==> src/rtl/xreg_access_ctrl.sv <==
// ---------------------------------------------------------------------------
// xreg_access_ctrl
//
// Puts one software bus port in front of three 4-bit register fields and
// arbitrates it against per-field hardware update requests. A software
// access is turned into a one-cycle read or write strobe to the selected
// field. A hardware update is forwarded as a one-cycle hw_pulse.
//
// Arbitration rules:
//   * A software access can be held off by hardware activity on its own
//     target field for at most 3 cycles.
//   * A hardware event never coincides with a software strobe on the same
//     field. A clashing event is parked in hw_pend and issued one cycle later.
//   * Hardware events on other fields always pass through undelayed.
//
// Ports
//   clk, rst_n       clock, asynchronous active-low reset
//   bus_req/we/addr  software request (held until bus_ack); addr 3 is illegal
//   bus_wdata        write data
//   bus_ack          one-cycle completion pulse
//   bus_err          pulses with bus_ack on an illegal address
//   bus_rdata        read data, valid with bus_ack
//   sw_rd, sw_wr     one-hot per-field software strobes
//   sw_wr_data       write data presented to the fields
//   field_rdata      current field values, field i at [4i+3:4i]
//   hw_req           one-cycle hardware update requests per field
//   hw_pulse         one-cycle hardware update strobes per field
// ---------------------------------------------------------------------------
module xreg_access_ctrl (
    input  logic        clk,
    input  logic        rst_n,
    input  logic        bus_req,
    input  logic        bus_we,
    input  logic [1:0]  bus_addr,
    input  logic [11:0] bus_wdata,
    output logic        bus_ack,
    output logic [11:0] bus_rdata,
    output logic        bus_err,
    output logic [2:0]  sw_rd,
    output logic [2:0]  sw_wr,
    output logic [11:0] sw_wr_data,
    input  logic [11:0] field_rdata,
    input  logic [2:0]  hw_req,
    output logic [2:0]  hw_pulse
);

    typedef enum logic [1:0] {
        IDLE = 2'd0,
        ARB  = 2'd1,
        RESP = 2'd2
    } state_t;

    state_t      state;
    logic        we_reg;
    logic [1:0]  addr_reg;
    logic [11:0] wdata_reg;
    logic        err_reg;
    logic [1:0]  starve_cnt;
    logic [2:0]  hw_pend;

    logic [2:0]  target_onehot;
    logic [2:0]  hw_evt;
    logic        sw_issue;
    logic [2:0]  issue_mask;
    logic [3:0]  field_nib;

    always_comb begin
        target_onehot = (addr_reg == 2'd3) ? 3'b000 : (3'b001 << addr_reg);
        // A freshly arriving request and a parked one are the same event.
        hw_evt        = hw_req | hw_pend;
        // The software strobe wins once the starvation counter has saturated.
        sw_issue      = (state == ARB) &&
                        !(((hw_evt & target_onehot) != 3'b000) && (starve_cnt != 2'd3));
        issue_mask    = sw_issue ? target_onehot : 3'b000;
        case (addr_reg)
            2'd0:    field_nib = field_rdata[3:0];
            2'd1:    field_nib = field_rdata[7:4];
            2'd2:    field_nib = field_rdata[11:8];
            default: field_nib = 4'd0;
        endcase
    end

    always_ff @(posedge clk or negedge rst_n) begin
        if (!rst_n) begin
            state      <= IDLE;
            we_reg     <= 1'b0;
            addr_reg   <= 2'd0;
            wdata_reg  <= 12'd0;
            err_reg    <= 1'b0;
            starve_cnt <= 2'd0;
            hw_pend    <= 3'b000;
            bus_ack    <= 1'b0;
            bus_err    <= 1'b0;
            bus_rdata  <= 12'd0;
            sw_rd      <= 3'b000;
            sw_wr      <= 3'b000;
            sw_wr_data <= 12'd0;
            hw_pulse   <= 3'b000;
        end else begin
            bus_ack   <= 1'b0;
            bus_err   <= 1'b0;
            bus_rdata <= 12'd0;
            sw_rd     <= 3'b000;
            sw_wr     <= 3'b000;
            // Events colliding with this cycle's software strobe are parked
            // and go out next cycle; everything else is forwarded now.
            hw_pulse  <= hw_evt & ~issue_mask;
            hw_pend   <= hw_evt & issue_mask;

            case (state)
                IDLE: begin
                    // bus_req is still high while bus_ack is shown; ignore it
                    // then so a finished access is not accepted twice.
                    if (bus_req && !bus_ack) begin
                        we_reg     <= bus_we;
                        addr_reg   <= bus_addr;
                        wdata_reg  <= bus_wdata;
                        err_reg    <= (bus_addr == 2'd3);
                        starve_cnt <= 2'd0;
                        state      <= (bus_addr == 2'd3) ? RESP : ARB;
                    end
                end
                ARB: begin
                    if (sw_issue) begin
                        if (we_reg) begin
                            sw_wr      <= target_onehot;
                            sw_wr_data <= wdata_reg;
                        end else begin
                            sw_rd      <= target_onehot;
                        end
                        starve_cnt <= 2'd0;
                        state      <= RESP;
                    end else if (starve_cnt != 2'd3) begin
                        starve_cnt <= starve_cnt + 2'd1;
                    end
                end
                RESP: begin
                    bus_ack <= 1'b1;
                    bus_err <= err_reg;
                    // Sampled while sw_rd is still high: the pre-clear value.
                    if (!we_reg && !err_reg) begin
                        bus_rdata <= {8'd0, field_nib};
                    end
                    state <= IDLE;
                end
                default: state <= IDLE;
            endcase
        end
    end

endmodule

==> config.mk <==
export PLATFORM = sky130hd
export DESIGN_NAME = xreg_access_ctrl
export DESIGN_NICKNAME = d
export VERILOG_FILES = /design/src/rtl/xreg_access_ctrl.sv
export SDC_FILE = /design/constraint.sdc
export NUM_CORES = 1
export LEC_CHECK = 0
export ABC_CLOCK_PERIOD_IN_PS = 1870
export BUFFER_PORTS_ARGS = -buffer_cell sky130_fd_sc_hd__buf_2
export CAP_MARGIN = 15
export CORE_MARGIN = 3
export CORE_UTILIZATION = 47
export CTS_BUF_LIST = sky130_fd_sc_hd__clkbuf_4 sky130_fd_sc_hd__clkbuf_8
export DETAILED_ROUTE_END_ITERATION = 16
export PLACE_DENSITY = 0.85
export SLEW_MARGIN = 40
export SYNTH_ARGS = -nofsm -noshare
export SYNTH_HDL_FRONTEND = slang
export SYNTH_SLANG_ARGS = --single-unit
==> constraint.sdc <==
create_clock -name clk -period 1.87 [get_ports clk]
set_input_delay 0.0935 -clock clk [delete_from_list [all_inputs] [get_ports clk]]
set_output_delay 0.0935 -clock clk [all_outputs]
set_load 0.1 [all_outputs]
==> run_results.csv, run 1 <==
group,metric,value,unit
run_status,status,"complete, no violations",
final_layout,final_area,2540,sq um
floorplan,die-area,5310,sq um
worst_setup_path,max_stage_delay,0.45,ns
timing,setup_viol,0,
power_and_ir_drop,p_comb_share,53.3,%
timing,period_share,94.0,%
worst_setup_path,crit_buf_inv,1,
clocking,htree_num_levels,2,
yosys,syn_area_per_cell,13.3,sq um
timing,clock.fmax,569,MHz
placement,placedCellCount,266,
placement,place_hpwl,3120,microns
route,ant_nets,0,
worst_setup_path,cp_max_fo,15,
flow_run,maxCapViolCount,0,
yosys,mappedNetlistArea,2100,sq um
yosys,yosys.area.top_type,"dfrtp_1",
placement,placement.cell_area,2440,sq um
worst_setup_path,crit_path_end_kind,"register",
clocking,cts_root_buffer,"clkbuf_8",
timing,clock_skew,0.00499,ns
power_and_ir_drop,finalPower,0.00500,W
power_and_ir_drop,p_leak,1.29,nW
grt,grt_pass1_vias,1387,
floorplan,ios,68,
timing,hold_violations,0,
timing,period_minus_slack,1.76,ns
grt,grt_max_degree,28,
yosys,synth_area_leaders,"dfrtp_1, mux2_2, mux2_4, buf_4, nor2_1",
timing,drv_slew,0,
worst_setup_path,crit_required,2.06,ns
route,dr.pass1.iters,4,
placement,gp_congestion,0.824,
final_layout,layout.nets,258,
worst_setup_path,cp_cell_sequence,"and2b_1 -> and3_1 -> a41o_1 -> buf_12 -> mux2_4",
placement,port-buffer-count,59,
clocking,numClockSinks,50,
floorplan,dieHeight,72.9,microns
final_layout,drive_gt1_share,46.2,%
grt,grt_pass1_wl,6560,microns
yosys,ys_seq_area_share,59.5,%
route,drcViolationCount,0,
route,routed_wirelength,4060,microns
yosys,yosysWarnings,0,
floorplan,start_util,50.7,%
yosys,synth_top_area_share,59.5,%
yosys,ys_seq_elements,50,
power_and_ir_drop,p_int,0.00252,W
clocking,cts_buffers,5,
yosys,synth.distinct_cells,34,
grt,grt_usage,16.3,%
final_layout,areaGrowthSynthToFinish,21.1,%
grt,grt_antenna_before_repair,0,
grt,grt-ovfl-total,0,
min_path,min_path_type,"in2reg",
power_and_ir_drop,p_sw,0.00248,W
worst_setup_path,path_delay_family,"simple AND/OR/NAND/NOR gates",
route,via_per_inst,5.06,
floorplan,row_count,23,
clocking,insertion_delay,0.30,ns
clocking,cts-resized-gates,0,
clocking,post_cts_buffers,0,
timing,worstMarginPinSlew,0.544,ns
worst_setup_path,startpoint_type,"register",
worst_setup_path,crit_type,"reg2reg",
yosys,synth-async-reset-ratio,100,%
route,routedWlPerCell,14.8,microns
clocking,cts_tree,"done",
power_and_ir_drop,irDropWorstVdd,0.934,mV
yosys,synthCells,158,
floorplan,die_w,72.9,microns
worst_setup_path,arrival,1.95,ns
timing,max_slew_margin,63.8,%
power_and_ir_drop,seqPwrFrac,33.9,%
power_and_ir_drop,sw_frac_of_total,49.6,%
final_layout,antenna_cells,0,
clocking,cts_buffer_depth,2,
power_and_ir_drop,powerDensity,1960,nW/um^2
route,vias,1392,
floorplan,coreArea,4140,sq um
timing,fin_tns_setup,0,ns
yosys,synth_ff_type,"dfrtp_1",
power_and_ir_drop,clockPowerShare,12.7,%
route,initialDrtViolationCount,89,
worst_setup_path,crit_slowest_cell,"dfrtp_1",
clocking,clk_pin_slew,0.08,ns
final_layout,stdcell_count,275,
clocking,holdBufCountCts,1,
yosys,synth_edf_count,0,
timing,rsz0062_at_grt,"false",
-- metal layers --
metal	vias to the layer above	track usage (%)	share of wire, %
met5	-	0	0
met4	0	5.74	1.4
met3	6	5.10	6.8
met2	53	26.7	49
met1	674	20.4	43
li1	659	-	-
-- stage by stage --
| stage | util (%) | worst slack (ns) | hold WS (ns) |
|---|---|---|---|
| final | 61.4 | 0.112 | 0.0148 |
| after global routing | 61.4 | 0.0265 | 0.0144 |
| after CTS | 61.4 | 0.119 | 0.00717 |
| after detailed placement | 58.9 | 0.130 | 0.113 |
| after global placement | 58.9 | 0.194 | 0.101 |
| after floorplan | - | 0.0326 | -0.202 |
-- cell families after synthesis --
logic type	count (synthesis)	synth area share (%)
flip-flops	50	59.5
AND/OR/NAND/NOR	40	9.70
multiplexers	31	17.6
AO/OA/AOI/OAI	18	5.83
buffers and inverters	17	6.55
adder cells (fa/ha/maj)	1	0.595
other	1	0.178
-- final cells by class --
cell class / instances / area [sq um]
fillers: 342 / 1600
flip-flops and latches: 50 / 1250
multi-input cells: 98 / 744
repair buffers: 67 / 383
clock buffers: 6 / 82.6
well taps: 50 / 62.6
clock inverters: 2 / 12.5
inverters: 2 / 7.51
-- power groups by stage --
stage          sequential [W]  clock [W]  combinational [W]
5_1_grt               0.00174   0.000689            0.00279
3_3_place_gp          0.00169          0            0.00261
4_1_cts               0.00170   0.000650            0.00268
6_report              0.00170   0.000636            0.00267
2_1_floorplan         0.00288          0            0.00107
3_5_place_dp          0.00172          0            0.00267
-- cell usage after synthesis (2+ instances only) --
cell,number
nand2_1,5
mux2i_1,4
dfrtp_1,50
buf_6,4
a31oi_1,2
mux2_2,20
nand2b_1,2
mux2_4,7
a22o_1,2
inv_1,2
nor3_1,4
nor2_1,15
and2_1,3
buf_4,8
nor4_1,2
nor2b_1,4
a21oi_1,6
buf_2,2
-- layout by cell type, fill, tap and decap left out, types with 3 or more instances in the layout --
master,count
nor2b_1,4
clkbuf_8,6
mux2_2,20
mux2_4,7
buf_2,59
a21oi_1,6
and2_1,3
buf_4,5
conb_1,8
nand2_1,5
dfrtp_1,49
nor2_1,15
mux2i_1,4
nor3_1,4
-- worst register-to-register path, stage by stage, from the launching register on --
cell	delay [ns]
dfrtp_1	0.45
and2b_1	0.29
and3_1	0.22
a41o_1	0.23
buf_12	0.16
mux2_4	0.30
-- final timing paths --
path	startpoint	slack, ns	cells past startpoint	endpoint
hold / removal	bus_wdata[11]	0.01	2	wdata_reg[11]
setup reg to reg	state[0]	0.11	5	sw_wr_data[10]
max in group asynchronous	rst_n	1.05	3	sw_wr_data[1]
min in group asynchronous	rst_n	0.30	2	bus_rdata[2]
setup / recovery	state[0]	0.11	5	sw_wr_data[10]
hold reg to reg	starve_cnt[1]	0.51	1	starve_cnt[1]
Note: power is estimated with default switching activity, not from simulation.
==> run 2: changes to the inputs <==
RECOVER_POWER = 100   (was default)
==> run_results.csv, run 2 (synthesis gave the netlist of run 1 again) <==
group,metric,value,unit
min_path,hp-start,"bus_wdata[11]",
worst_setup_path,crit_buf_inv,1,
power_and_ir_drop,p_leak,1.21,nW
grt,grt_max_degree,28,
timing,clock.fmax,568,MHz
worst_setup_path,crit_path_end_kind,"register",
timing,fin_ws,0.109,ns
final_layout,layout.nets,258,
grt,grt_pass1_vias,1387,
clocking,cts_buffer_depth,2,
power_and_ir_drop,p_sw,0.00248,W
flow_run,maxCapViolCount,0,
worst_setup_path,rr_startpoint,"addr_reg[0]",
grt,grt-ovfl-total,0,
timing,drv_slew,0,
grt,grt_pass1_wl,6560,microns
floorplan,die-area,5310,sq um
floorplan,start_util,50.7,%
worst_setup_path,path_delay_family,"compound AO/OA/AOI/OAI gates",
floorplan,ios,68,
worst_setup_path,crit_required,2.06,ns
timing,setup_viol,0,
timing,rsz0062_at_grt,"false",
route,routedWlPerCell,14.8,microns
timing,period_share,94.2,%
clocking,numClockSinks,50,
worst_setup_path,crit_slowest_cell,"dfrtp_1",
power_and_ir_drop,seqPwrFrac,34.3,%
floorplan,dieHeight,72.9,microns
power_and_ir_drop,powerDensity,1970,nW/um^2
route,initialDrtViolationCount,98,
route,vias,1386,
min_path,min_path_type,"in2reg",
worst_setup_path,startpoint,"addr_reg[0]",
worst_setup_path,crit_type,"reg2reg",
clocking,cts-resized-gates,0,
placement,place_hpwl,3120,microns
final_layout,drive_gt1_share,36.9,%
floorplan,die_w,72.9,microns
clocking,clk_pin_slew,0.09,ns
clocking,insertion_delay,0.30,ns
placement,gp_congestion,0.824,
final_layout,areaGrowthSynthToFinish,19.4,%
timing,period_minus_slack,1.76,ns
timing,hold_violations,0,
worst_setup_path,cp_max_fo,15,
placement,port-buffer-count,59,
worst_setup_path,startpoint_type,"register",
power_and_ir_drop,p_int,0.00248,W
worst_setup_path,cp_cell_sequence,"nor2_1 -> o21ai_1 -> a41o_1 -> buf_12 -> mux2_4",
worst_setup_path,max_stage_delay,0.44,ns
power_and_ir_drop,sw_frac_of_total,50.0,%
timing,clock_skew,0.00530,ns
clocking,cts_root_buffer,"clkbuf_8",
final_layout,final_common_cell,"dfrtp_1",
timing,hold_slack,0.0150,ns
route,ant_nets,0,
grt,grt_antenna_before_repair,0,
power_and_ir_drop,irDropWorstVdd,0.933,mV
worst_setup_path,arrival,1.95,ns
route,drcViolationCount,0,
timing,fin_tns_setup,0,ns
floorplan,row_count,23,
power_and_ir_drop,clockPowerShare,12.8,%
route,routed_wirelength,4070,microns
clocking,cts_buffers,5,
power_and_ir_drop,p_comb_share,52.9,%
placement,place_ws,0.130,ns
floorplan,coreArea,4140,sq um
clocking,htree_num_levels,2,
clocking,post_cts_buffers,0,
timing,max_slew_margin,13.6,%
clocking,cts_tree,"done",
route,dr.pass1.iters,4,
route,via_per_inst,5.04,
final_layout,antenna_cells,0,
timing,worstMarginPinSlew,1.30,ns
run_status,status,"complete, no violations",
final_layout,final_cell_mix,"dfrtp_1, buf_2, mux2_2, clkbuf_1, nor2_1",
grt,grt_usage,16.3,%
[run 2: cell types whose count changed in the layout (fill, tap and decap cells not counted), sizes merged]
cell / delta
buf: -30
clkbuf: +30
[run 2: power by group through the flow]
stage               Sequential [W]  Clock [W]  Combinational (W)
floorplan                  0.00288          0            0.00107
global placement           0.00169          0            0.00261
detailed placement         0.00172          0            0.00267
CTS                        0.00170   0.000650            0.00268
global route               0.00175   0.000689            0.00275
finish                     0.00170   0.000636            0.00262
[run 2: layout make-up]
cell class	instances	area, sq um
well taps	50	62.6
inverters	2	7.51
repair buffers	67	353
flip-flops and latches	50	1250
clock buffers	6	82.6
clock inverters	2	12.5
fillers	351	1630
multi-input cells	98	739
[run 2: routing by layer]
| layer | up-vias | global-route usage, % | part of all wire [%] |
|---|---|---|---|
| met5 | - | 0 | 0 |
| met4 | 0 | 5.74 | 1.4 |
| li1 | 658 | - | - |
| met3 | 6 | 5.10 | 7.0 |
| met2 | 51 | 26.7 | 49 |
| met1 | 671 | 20.4 | 43 |
[run 2: worst paths after layout]
check	to	slack, ns	depth (start not counted)
setup / recovery	sw_wr_data[10]	0.11	5
hold / removal	wdata_reg[11]	0.02	2
setup reg to reg	sw_wr_data[10]	0.11	5
hold reg to reg	starve_cnt[1]	0.51	1
max in group asynchronous	bus_ack	0.42	2
min in group asynchronous	bus_rdata[2]	0.59	2
[run 2: metrics by stage]
| stage | util (%) | power [W] | cell area, sq um | cells |
|---|---|---|---|---|
| 6_report | 60.6 | 0.00495 | 2510 | 275 |
| 2_1_floorplan | - | 0.00395 | 2130 | 165 |
| 3_3_place_gp | 58.9 | 0.00431 | 2440 | 266 |
| 4_1_cts | 61.4 | 0.00503 | 2540 | 275 |
| 5_1_grt | 60.6 | 0.00519 | 2510 | 275 |
| 3_5_place_dp | 58.9 | 0.00439 | 2440 | 266 |
[run 2: timing repair]
action	CTS	global route
hold buffers	1	0
hold endpoints to repair	23	0
endpoints found under the setup margin	0	0
